## src/rtl/bram_sdp_split_arbiter.sv

```systemverilog
// Two-client arbiter for one simple-dual-port BRAM half: independent round-robin write/read ports.
// Optional macro BRAM_SDP_SPLIT_ARB_BYPASS_EN returns freshly written data on same-address collisions.
module bram_sdp_split_arbiter #(
    parameter int AWIDTH = 10,
    parameter int DWIDTH = 18
) (
    input  logic              clk,
    input  logic              rst,
    input  logic              wreq_0,
    input  logic              wreq_1,
    input  logic [AWIDTH-1:0] wa_0,
    input  logic [AWIDTH-1:0] wa_1,
    input  logic [DWIDTH-1:0] wd_0,
    input  logic [DWIDTH-1:0] wd_1,
    output logic              wgnt_0,
    output logic              wgnt_1,
    input  logic              rreq_0,
    input  logic              rreq_1,
    input  logic [AWIDTH-1:0] ra_0,
    input  logic [AWIDTH-1:0] ra_1,
    output logic              rgnt_0,
    output logic              rgnt_1,
    output logic              rvalid_0,
    output logic              rvalid_1,
    output logic [DWIDTH-1:0] rdata,
    output logic              mem_wce,
    output logic [AWIDTH-1:0] mem_wa,
    output logic [DWIDTH-1:0] mem_wd,
    output logic              mem_rce,
    output logic [AWIDTH-1:0] mem_ra,
    input  logic [DWIDTH-1:0] mem_rq
);

    logic              wptr_reg;
    logic              rptr_reg;
    logic              rtag_reg;
    logic [DWIDTH-1:0] rdata_hold_reg;
    logic [DWIDTH-1:0] rdata_sel;
    logic              rvalid_any;

    // Pointer names the client that wins when both request.
    always_comb begin
        wgnt_0 = 1'b0;
        wgnt_1 = 1'b0;
        if (!rst) begin
            if (wreq_0 && (!wreq_1 || !wptr_reg))
                wgnt_0 = 1'b1;
            else if (wreq_1)
                wgnt_1 = 1'b1;
        end
    end

    always_comb begin
        rgnt_0 = 1'b0;
        rgnt_1 = 1'b0;
        if (!rst) begin
            if (rreq_0 && (!rreq_1 || !rptr_reg))
                rgnt_0 = 1'b1;
            else if (rreq_1)
                rgnt_1 = 1'b1;
        end
    end

    always_ff @(posedge clk or posedge rst) begin
        if (rst) begin
            wptr_reg <= 1'b0;
            rptr_reg <= 1'b0;
        end else begin
            if (wgnt_0)
                wptr_reg <= 1'b1;
            else if (wgnt_1)
                wptr_reg <= 1'b0;
            if (rgnt_0)
                rptr_reg <= 1'b1;
            else if (rgnt_1)
                rptr_reg <= 1'b0;
        end
    end

    // Write port: address/data hold when idle.
    always_ff @(posedge clk or posedge rst) begin
        if (rst) begin
            mem_wce <= 1'b0;
            mem_wa  <= '0;
            mem_wd  <= '0;
        end else begin
            mem_wce <= wgnt_0 | wgnt_1;
            if (wgnt_0) begin
                mem_wa <= wa_0;
                mem_wd <= wd_0;
            end else if (wgnt_1) begin
                mem_wa <= wa_1;
                mem_wd <= wd_1;
            end
        end
    end

    // Read port: mem_rce doubles as the in-flight valid bit, rtag_reg names the owner.
    always_ff @(posedge clk or posedge rst) begin
        if (rst) begin
            mem_rce  <= 1'b0;
            mem_ra   <= '0;
            rtag_reg <= 1'b0;
            rvalid_0 <= 1'b0;
            rvalid_1 <= 1'b0;
        end else begin
            mem_rce  <= rgnt_0 | rgnt_1;
            rtag_reg <= rgnt_1;
            if (rgnt_0)
                mem_ra <= ra_0;
            else if (rgnt_1)
                mem_ra <= ra_1;
            rvalid_0 <= mem_rce & ~rtag_reg;
            rvalid_1 <= mem_rce & rtag_reg;
        end
    end

`ifdef BRAM_SDP_SPLIT_ARB_BYPASS_EN
    logic              byp_reg;
    logic [DWIDTH-1:0] byp_data_reg;

    always_ff @(posedge clk or posedge rst) begin
        if (rst) begin
            byp_reg      <= 1'b0;
            byp_data_reg <= '0;
        end else begin
            byp_reg      <= mem_wce & mem_rce & (mem_wa == mem_ra);
            byp_data_reg <= mem_wd;
        end
    end

    assign rdata_sel = byp_reg ? byp_data_reg : mem_rq;
`else
    assign rdata_sel = mem_rq;
`endif

    // mem_rq is only meaningful in the rvalid cycle, so the last result is held locally.
    assign rvalid_any = rvalid_0 | rvalid_1;
    assign rdata      = rvalid_any ? rdata_sel : rdata_hold_reg;

    always_ff @(posedge clk or posedge rst) begin
        if (rst)
            rdata_hold_reg <= '0;
        else if (rvalid_any)
            rdata_hold_reg <= rdata_sel;
    end

endmodule

```

## config.mk

```make
export PLATFORM = sky130hd
export DESIGN_NAME = bram_sdp_split_arbiter
export DESIGN_NICKNAME = d
export VERILOG_FILES = /design/src/rtl/bram_sdp_split_arbiter.sv
export SDC_FILE = /design/constraint.sdc
export NUM_CORES = 1
export LEC_CHECK = 0
export BUFFER_PORTS_ARGS = -buffer_cell sky130_fd_sc_hd__buf_4
export CELL_PAD_IN_SITES_DETAIL_PLACEMENT = 1
export CELL_PAD_IN_SITES_GLOBAL_PLACEMENT = 2
export CORE_UTILIZATION = 29
export CTS_CLUSTER_DIAMETER = 100
export DETAILED_ROUTE_END_ITERATION = 8
export PLACE_DENSITY = 0.93
export SLEW_MARGIN = 10
export SYNTH_ARGS = -nofsm -noshare
export SYNTH_HDL_FRONTEND = slang
export SYNTH_SLANG_ARGS = --single-unit
export TNS_END_PERCENT = 10
```

## constraint.sdc

```tcl
create_clock -name clk -period 3.8 [get_ports clk]
set_input_delay 0.38 -clock clk [delete_from_list [all_inputs] [get_ports clk]]
set_output_delay 0.38 -clock clk [all_outputs]
set_load 0.05 [all_outputs]
```

**Yosys cells after proc, flatten, opt, wreduce, memory -nomap -nowiden**

Cells that the tools add are included.

- Register bits: 63
- Input port bits: 100

- Mux-type cells: 21
- Bitwise gates (word level): 6
- Reduce and logical (&&, ||, !) cells: 10

Operator list:

| kind | number |
|---|---|
| $mux 18 | 3 |
| $mux 10 | 4 |
| $mux 1 | 14 |
| $logic_not 1->1 | 4 |
| $reduce_bool 2->1 | 2 |
| $or 1x1->1 | 3 |
| $and 1x1->1 | 2 |
| $logic_and 1x1->1 | 2 |
| $logic_or 1x1->1 | 2 |
| $not 1->1 | 1 |

**Longest topological paths before layout**

Gate-level depths: netlist of the first run.

- Depth after elaboration: 7
- Depth in mapped cells: 5
- Depth with buffers taken out: 3

**Worst setup path before layout of the first run**

OpenSTA, ideal clock, no wires.

- Kind: input port to output port
- From: in rst
- To: out rgnt_0
- Data arrival time: 2722 ps
- Required time: 3420 ps
- Path slack: 698 ps
- Cell stages on the path: 4
- Path buffers: 1
- Cell sequence: inv_1 nand3_1 buf_2 inv_1

- Longest elaborated chain between the ends: 1

RTL lines:

| item | RTL line | RTL |
|---|---|---|
| start: declaration | 8 | `input logic rst,` |
| $mux 1 | 56 | `if (!rst) begin` |
| end: declaration | 21 | `output logic rgnt_0,` |

Every way passes these cells.

**Final worst setup path of the first run**

- From: reg rvalid_1
- To: out rdata[11]

- Longest elaborated chain between the ends: 2

RTL lines:

| item | RTL line | RTL |
|---|---|---|
| start: declaration | 24 | `output logic rvalid_1,` |
| start signal: assignment | 114 | `rvalid_1 <= mem_rce & rtag_reg;` |
| $or 1x1->1 | 138 | `assign rvalid_any = rvalid_0 \| rvalid_1;` |
| $mux 18 | -- |  |
| end: declaration | 25 | `output logic [DWIDTH-1:0] rdata,` |

Every way passes these cells.

==> results of run 1 <==
report_power, final:
group | switching [W] | total (W) | internal [W] | leakage [nW]
combinational | 0.000602 | 0.000994 | 0.000391 | 1.35
sequential | 0.0000518 | 0.000840 | 0.000788 | 0.741
clock | 0.000276 | 0.000580 | 0.000304 | 0.0992
cells in the final DEF (no fill, tap or decap):
cell type / count
mux2_1: 2
and2_1: 1
clkinv_2: 2
dfrtp_1: 63
nor2_2: 1
clkinvlp_4: 1
clkinv_4: 3
o21ai_0: 1
bufinv_16: 1
inv_1: 4
nand2_1: 6
mux2_4: 18
nor2b_4: 1
nor2b_1: 1
inv_2: 1
mux2_2: 74
a21oi_1: 2
buf_4: 165
nand2b_4: 2
nand3_2: 1
nand3_1: 1
clkbuf_8: 9
routing by layer:
layer | GRT usage (%) | up-vias | part of all wire [%]
met1 | 18.0 | 1049 | 41
met5 | 0 | - | 0
met4 | 5.60 | 0 | 1.0
met3 | 4.72 | 7 | 7.5
li1 | - | 998 | -
met2 | 25.0 | 90 | 50
cell families after synthesis:
group	Yosys count	share of synthesized area, %
multiplexers	94	38.7
AO/OA/AOI/OAI	3	0.516
AND/OR/NAND/NOR	14	3.18
flip-flops	63	54.2
buffers and inverters	14	3.36
Yosys cell counts:
cell type  number
and2_1          1
mux2_4         18
nand2_1         6
nor2b_4         1
nor2_2          1
nand2b_4        2
dfrtp_1        63
mux2_1          2
buf_6           3
nor2b_1         1
mux2_2         74
o21ai_0         1
nand3_1         2
a21oi_1         2
buf_2           5
inv_1           5
buf_12          1
final timing paths:
path,to,cells past startpoint
setup / recovery,rdata[11],3
hold / removal,mem_ra[3],2
setup reg to reg,mem_wd[8],4
hold reg to reg,rvalid_0,1
max in group asynchronous,mem_wa[9],3
min in group clk,mem_wa[7],2
area by class of cell:
type | count | area (µm²)
timing repair buffer | 165 | 1240
clock buffer | 9 | 124
multi-input combinational | 111 | 1240
sequential | 63 | 1580
fill | 1057 | 5290
clock inverter | 7 | 73.8
tap | 133 | 166
inverter | 5 | 18.8
per-stage QoR:
stage / std cells / total power (W) / hold slack (ns) / cell area [µm²]
6_report: 493 / 0.00241 / 0.0570 / 4440
5_1_grt: 493 / 0.00253 / 0.0656 / 4440
4_1_cts: 493 / 0.00245 / 0.0487 / 4440
3_5_place_dp: 477 / 0.00186 / 0.406 / 4240
3_3_place_gp: 477 / 0.00184 / 0.408 / 4240
2_1_floorplan: 188 / 0.00153 / 0.394 / 2910
==> impl_results.md, run 1 <==
- Sequential cell area fraction in the yosys report: 54.2%
- Tightest Pin Transition: 0.866 ns
- Avg Vias per Cell: 4.35
- Die ar.: 10400 µm²
- Vias in the first global route: 2240
- Fin. Hold Viols: 0
- Initial Util: 29.9%
- First drt pass iteration count: 4
- Core area: 9730 µm²
- Largest area contributor in the synthesized netlist: dfrtp_1
- Post-CTS Setup Bufs: 0
- Chip width: 102 µm
- CTS tree: done
- CTS buffer count: 9
- CP Capture Type: output port
- Placer Congestion: 0.653
- Syn_area_per_cell: 15.5 µm²
- Final setup viols: 0
- Ys Warns: 0
- H-Tree Depth: 3
- WL final: 7.64 mm
- Post-synthesis cell area: 2910 µm²
- RR Startpoint: wptr_reg
- CP startpoint: rvalid_1
- DR WL/cell: 15.5 µm
- Nets: 455
- Status: completed
- Gr ovfl total: 0
- Yosys top cell area share: 54.2%
- Peak supply drop: 0.000198 V
- Core Rows: 36
- Max Slew Vio Count: 0
- Post-Syn Nets: 288
- Final worst-path cycle share: 63.7%
- Post-place setup slack: 1.45 ns
- Clock Sinks: 63
- Seq cells post-synth: 63
- Maximum root-to-sink buffer count: 2
- Slowest Stage Delay on Critical Path: 0.68 ns
- Global-route wire length before repair: 11.5 mm
- WP buf/inv: 1
- Via Count: 2144
- N_diodes: 0
- Area Overhead vs Synth: 52.6%
- Pwr/cell area: 544 nW/µm²
- Slew headroom: 42.2%
- RSZ-0062 raised after global routing: no
- Cell chain of the critical path: nor2_2 > mux2_2 > buf_4
- Total Routing Usage GR: 15.0%
- Clock Skew: 0.00847 ns
- Core Util, Final: 45.6%
- Clk slew on worst S/H paths: 0.08 ns
- CTS root buf: clkbuf_8
- Worst endpoint data arrival time: 2.04 ns
- Hold Buf Count CTS: 0
- Worst-Skew Late Latency: 0.33 ns
- Initial antenna violation count: 0
- Die H: 102 µm
- Post-layout min period: 2.42 ns
- Largest net degree at the start of global routing: 49
- Number of max-cap violations: 0
- Top-level I/O count: 164
- DP HPWL: 5.89 mm
- Pleak: 2.19 nW
- Synth area leaders: dfrtp_1 54%, mux2_2 29%, mux2_4 9.3%, buf_6 1.2%, nand2b_4 0.95%
- Post-Syn Instances: 188
- Setup_tns: 0 ns
- Share of cells above drive strength 1: 77.5%
- Critical path launch point type: flop
- Slowest cell on crit path: nor2_2
- Worst path required time: 3.42 ns
- Distinct cell type count after synthesis: 17
- Maximum fanout along the worst path: 18
- Reg2reg setup slack: 1.97 ns
- CTS-repair resized insts: 0
- Min-Delay Path Class: in -> async
- DRC Markers: 0
- FMAX: 413 MHz
- Final antenna-violating net count: 0
- PnR worst setup slack: 1.38 ns
- Port bufs: 163
- CP delay by family, top: simple AND/OR/NAND/NOR gates
- Crit Path Class: reg -> out
- DR iter-0 viols: 24
Power figures use the tool's default switching activity.
==> run 2: changes to the inputs <==
--- a/config.mk
+++ b/config.mk
@@ -8,10 +8,10 @@
 export BUFFER_PORTS_ARGS = -buffer_cell sky130_fd_sc_hd__buf_4
 export CELL_PAD_IN_SITES_DETAIL_PLACEMENT = 1
 export CELL_PAD_IN_SITES_GLOBAL_PLACEMENT = 2
-export CORE_UTILIZATION = 29
+export CORE_UTILIZATION = 27
 export CTS_CLUSTER_DIAMETER = 100
 export DETAILED_ROUTE_END_ITERATION = 8
-export PLACE_DENSITY = 0.93
+export PLACE_DENSITY = 0.88
 export SLEW_MARGIN = 10
 export SYNTH_ARGS = -nofsm -noshare
 export SYNTH_HDL_FRONTEND = slang
==> constraint.sdc (replaced) <==
create_clock -name clk -period 2.3 [get_ports clk]
set_input_delay 0.23 -clock clk [delete_from_list [all_inputs] [get_ports clk]]
set_output_delay 0.23 -clock clk [all_outputs]
set_load 0.05 [all_outputs]
==> impl_results.md, run 2 (synthesis gave the netlist of run 1 again) <==
- Status: completed
- Nets: 457 (+0.44%)
- Core Util, Final: 43.6% (-2.0 points)
- Area Overhead vs Synth: 55.4%
- RSZ-0062 raised after global routing: no
- Port bufs: 163 (unchanged)
- RR Startpoint: wptr_reg
- Slowest Stage Delay on Critical Path: 0.39 ns (-0.29 ns)
- Post-CTS Setup Bufs: 0 (unchanged)
- Slowest cell on crit path: dfrtp_1
- Seq pwr share: 32.8% (-2.0 points)
- CTS tree: done
- Final setup viols: 0 (unchanged)
- Clock share of power: 28.1% (+4.1 points)
- Reg2reg setup slack: 0.78 ns (-1.19 ns)
- First drt pass iteration count: 4 (unchanged)
- DRC Markers: 0 (unchanged)
- CP Capture Type: output port
- Worst r2r dst: mem_wd[6]
- Pleak: 2.22 nW (+1.6%)
- CP dominant cell by count: buf_4
- Global-route wire length before repair: 12.2 mm (+5.9%)
- Chip width: 106 µm (+3.6%)
- Total Routing Usage GR: 14.3% (-0.65 points)
- Final antenna-violating net count: 0 (unchanged)
- Critical path launch point type: flop
- GR peak layer: met2
- Worst-Skew Late Latency: 0.33 ns (about the same)
- GR Util met2: 25.3% (+0.26 points)
- Core Rows: 37 (+2.8%)
- Crit Path Class: reg -> out
- Number of max-cap violations: 0 (unchanged)
- Tightest Pin Transition: 0.633 ns (-0.234 ns)
- N_diodes: 0 (unchanged)
- Fin. Hold Viols: 0 (unchanged)
- Most frequent cells in the layout: 166 x buf_4, 74 x mux2_2, 63 x dfrtp_1
- Largest net degree at the start of global routing: 41 (-16%)
- WL final: 7.80 mm (+2.1%)
- Die ar.: 11200 µm² (+7.3%)
- Hold Buf Count CTS: 0 (unchanged)
- Final worst-path cycle share: 83.1%
- Gr ovfl total: 0 (unchanged)
- DR WL/cell: 15.7 µm (+1.1%)
- Placer Congestion: 0.703 (+7.6%)
- Avg Vias per Cell: 4.36 (+0.15%)
- Via Count: 2169 (+1.2%)
- Die H: 106 µm (+3.6%)
- Fill cell count: 1108 (+4.8%)
- Post-layout min period: 1.91 ns
- Initial Util: 28.0% (-1.8 points)
- NetSw: 0.00155 W (+66%)
- DP HPWL: 6.03 mm (+2.5%)
- Logic pwr share: 39.1% (-2.1 points)
- Clk slew on worst S/H paths: 0.08 ns (about the same)
- Top-level I/O count: 164 (unchanged)
- Pwr/cell area: 935 nW/µm² (+72%)
- FMAX: 523 MHz
- Setup_tns: 0 ns (unchanged)
- Internal: 0.00268 W (+81%)
- Sw frac: 36.6% (-1.9 points)
- Max Slew Vio Count: 0 (unchanged)
- Worst endpoint data arrival time: 1.68 ns (-0.36 ns)
- CTS-repair resized insts: 0 (unchanged)
- H-Tree Depth: 3 (unchanged)
- Initial antenna violation count: 0 (unchanged)
- CTS buffer count: 9 (unchanged)
- GRT met1 Usage: 15.9% (-2.2 points)
- Clock Skew: 0.00870 ns (+0.000232 ns)
- WP buf/inv: 2 (+1)
- Clock Sinks: 63 (unchanged)
- Maximum root-to-sink buffer count: 2 (unchanged)
- Cell chain of the critical path: nor2_2 > buf_4 > mux2_2 > buf_4
- DR iter-0 viols: 57 (+140%)
- Min-Delay Path Class: in -> async
- CP delay by family, top: buffers and inverters
- Met3 Use GR: 4.51% (-0.21 points)
- Maximum fanout along the worst path: 18 (unchanged)
- Worst path required time: 2.07 ns (-1.35 ns)
- Share of cells above drive strength 1: 77.6% (+0.12 points)
- CTS root buf: clkbuf_8
- Commonest non-fill, non-tap cell in the layout: buf_4
- R2r worst-path depth: 4 (unchanged)
- Peak supply drop: 0.000352 V (+78%)
- Vias in the first global route: 2481 (+11%)
- Slew headroom: 57.7% (+16 points)
- Core area: 10400 µm² (+6.6%)
## run 2: cell count changes in the layout (fill, tap and decap cells not counted)
cell	before	now
buf_12	0	1
inv_2	1	0
clkinv_2	2	1
buf_4	165	166
bufinv_16	1	3
## run 2: worst register-to-register path, stage by stage (launching register included)
cell and delay [ns]:
dfrtp_1 0.39, nand2_1 0.08, nand3_2 0.33, buf_12 0.30
mux2_4 0.31
## run 2: routing by layer
metal | part of all wire [%] | vias to the layer above
met5 | 0 | -
met4 | 1.8 | 0
met3 | 7.8 | 12
met2 | 51 | 92
met1 | 39 | 1069
li1 | - | 996
## run 2: power by group through the flow
stage               sequential (W)  combinational (W)  clock (W)
finish                     0.00139            0.00165    0.00119
global placement           0.00140            0.00164          0
CTS                        0.00139            0.00167    0.00123
floorplan                  0.00185           0.000684          0
global route               0.00141            0.00173    0.00127
detailed placement         0.00141            0.00167          0
## run 2: cell type report
type | count | area, µm² | share of cell area, %
Multi-Input combinational cell | 111 | 1240 | 27.4
Timing Repair Buffer | 167 | 1270 | 28.0
Inverter | 5 | 22.5 | 0.498
Tap cell | 136 | 170 | 3.77
Sequential cell | 63 | 1580 | 34.9
Clock inverter | 7 | 121 | 2.69
Clock buffer | 9 | 124 | 2.74
## run 2: stage by stage
step                      setup WS, ns  area [µm²]  hold WS [ns]  instances  power (W)
after floorplan                 0.0610        2910         0.363        188    0.00253
after global placement           0.607        4270         0.397        482    0.00304
after detailed placement         0.563        4270         0.406        482    0.00308
after CTS                        0.348        4520        0.0383        498    0.00429
after global routing             0.269        4520        0.0589        498    0.00441
final                            0.388        4520        0.0441        498    0.00422
## run 2: worst max path at each step
stage,cells past startpoint,from,to
floorplan,4,rst,wgnt_0
global placement,4,rst,mem_wd[13]
detailed placement,4,rst,mem_wd[15]
CTS,5,wptr_reg,wgnt_0
global route,5,wptr_reg,wgnt_0
finish,4,rvalid_1,rdata[15]
==> run 3: changes to the inputs <==
==> constraint.sdc (replaced) <==
create_clock -name clk -period 1.8 [get_ports clk]
set_input_delay 0.18 -clock clk [delete_from_list [all_inputs] [get_ports clk]]
set_output_delay 0.18 -clock clk [all_outputs]
set_load 0.05 [all_outputs]
==> impl_results.md, run 3 (synthesis gave the netlist of run 1 again) <==
- Status: completed
- Worst endpoint data arrival time: 1.59 ns (-0.09 ns)
- Pwr/cell area: 1180 nW/µm² (+27%)
- CTS tree: done
- Initial antenna violation count: 0 (unchanged)
- WL final: 8.07 mm (+3.5%)
- Nets: 458 (+0.22%)
- DRC Markers: 0 (unchanged)
- Vias in the first global route: 2456 (-1.0%)
- Design area: 4630 µm² (+2.4%)
- Core Rows: 37 (unchanged)
- Clock share of power: 27.5% (-0.6 points)
- Pleak: 2.25 nW (+1.1%)
- CP Capture Type: output port
- Peak supply drop: 0.000387 V (+9.7%)
- First drt pass iteration count: 4 (unchanged)
- Crit Path Class: reg -> out
- Avg Vias per Cell: 4.36 (about the same)
- N_diodes: 0 (unchanged)
- Placer Congestion: 0.710 (+1.0%)
- Global-route wire length before repair: 12.6 mm (+3.0%)
- Largest net degree at the start of global routing: 44 (+7.3%)
- Cell chain of the critical path: nor2_2 > buf_12 > mux2_2 > buf_6
- Slowest Stage Delay on Critical Path: 0.39 ns (about the same)
- Min-Delay Path Class: in -> async
- Slowest cell on crit path: dfrtp_1
- CTS root buf: clkbuf_8
- Maximum fanout along the worst path: 18 (unchanged)
- CTS buffer count: 9 (unchanged)
- Commonest non-fill, non-tap cell in the layout: buf_4
- Internal: 0.00349 W (+30%)
- Worst-Skew Late Latency: 0.33 ns (about the same)
- Clock Sinks: 63 (unchanged)
- Sw frac: 36.4% (-0.21 points)
- Core area: 10400 µm² (unchanged)
- CP delay by family, top: flip-flops
- Most frequent cells in the layout: 147 x buf_4, 73 x mux2_2, 63 x dfrtp_1
- Logic pwr share: 40.1% (+1.0 points)
- DP HPWL: 5.97 mm (-1.0%)
- FMAX: 565 MHz
- Initial Util: 28.0% (unchanged)
- Post-layout min period: 1.77 ns
- Chip width: 106 µm (unchanged)
- Gr ovfl total: 0 (unchanged)
- Number of max-cap violations: 0 (unchanged)
- Via Count: 2174 (+0.23%)
- Worst path required time: 1.62 ns (-0.45 ns)
- Final worst-path cycle share: 98.4%
- Fin. Hold Viols: 0 (unchanged)
- Seq pwr share: 32.4% (-0.4 points)
- Critical path launch point type: flop
- Max Slew Vio Count: 0 (unchanged)
- Top-level I/O count: 164 (unchanged)
- DR WL/cell: 16.2 µm (+3.3%)
- Total Routing Usage GR: 14.8% (+0.52 points)
- Clk slew on worst S/H paths: 0.08 ns (about the same)
- Slew headroom: 63.6% (+5.8 points)
- Share of cells above drive strength 1: 78.2% (+0.61 points)
- Clock Skew: 0.00568 ns (-0.00302 ns)
- NetSw: 0.00199 W (+29%)
- Tightest Pin Transition: 0.546 ns (-0.0862 ns)
- Die H: 106 µm (unchanged)
- WP buf/inv: 2 (unchanged)
- DR iter-0 viols: 40 (-30%)
- Total power: 0.00548 W (+30%)
- Area Overhead vs Synth: 59.2%
- Final antenna-violating net count: 0 (unchanged)
- Die ar.: 11200 µm² (unchanged)
- H-Tree Depth: 3 (unchanged)
- Port bufs: 163 (unchanged)
- Maximum root-to-sink buffer count: 2 (unchanged)
- RSZ-0062 raised after global routing: yes
- Final setup viols: 0 (unchanged)
- Post-Place Cell Area: 4300 µm² (+0.67%)
## run 3: cell types whose count changed in the layout (fill, tap and decap cells not counted), moves of 2 or more
cell	change
buf_4	-19
buf_6	+18
clkinv_4	-2
clkinvlp_4	+2
## run 3: what timing repair did
action	in CTS	in global routing
cloned	1	0
hold buffers	0	0
buffers inserted	0	0
pin swaps	2	0
gates resized for setup	18	1
endpoints found under the setup margin	19	19
## run 3: power by group through the flow
stage	Clock [W]	Combinational, W	Sequential [W]
final	0.00151	0.00220	0.00178
after floorplan	0	0.000887	0.00236
after detailed placement	0	0.00214	0.00180
after global routing	0.00162	0.00230	0.00180
after CTS	0.00158	0.00222	0.00178
after global placement	0	0.00211	0.00179
## run 3: area by class of cell
cell class	count	area [µm²]
clock buffers	9	124
clock inverters	7	120
fillers	1117	5740
inverters	5	26.3
multi-input cells	112	1260
flip-flops and latches	63	1580
well taps	136	170
repair buffers	167	1350
## run 3: worst paths after layout
| kind | from | to | slack, ns | depth (start not counted) |
|---|---|---|---|---|
| setup / recovery | rvalid_0 | rdata[10] | 0.03 | 4 |
| hold / removal | rst | mem_ra[6] | 0.05 | 3 |
| setup reg to reg | wptr_reg | mem_wd[11] | 0.34 | 3 |
| hold reg to reg | rtag_reg | rvalid_0 | 0.42 | 1 |
| max in group asynchronous | rst | mem_wd[5] | 1.27 | 3 |
| min in group clk | ra_0[9] | mem_ra[9] | 0.08 | 2 |
## run 3: metrics by stage
stage	hold slack (ns)	cells	setup TNS, ns	worst slack, ns	utilization, %
3_3_place_gp	0.361	482	0	0.269	41.5
3_5_place_dp	0.388	482	0	0.276	41.5
2_1_floorplan	0.329	188	-10.59	-0.270	-
4_1_cts	0.0330	499	-0.0371	-0.0200	44.6
5_1_grt	0.0473	499	-0.720	-0.0543	44.6
6_report	0.0466	499	0	0.0287	44.6
## run 3: metal layers
metal	vias up	routed length (µm)	GRT usage, %
li1	1000	-	-
met1	1083	3070	16.5
met2	87	4370	26.4
met3	4	576	4.51
met4	0	57	5.75
met5	-	0	0
## run 3: worst reg2reg max path: cells and delay by family, from the launching register on
family | cells | cell delay [ns]
DFF | 1 | 0.39
muxes | 1 | 0.42
and+or+nand+nor | 2 | 0.54
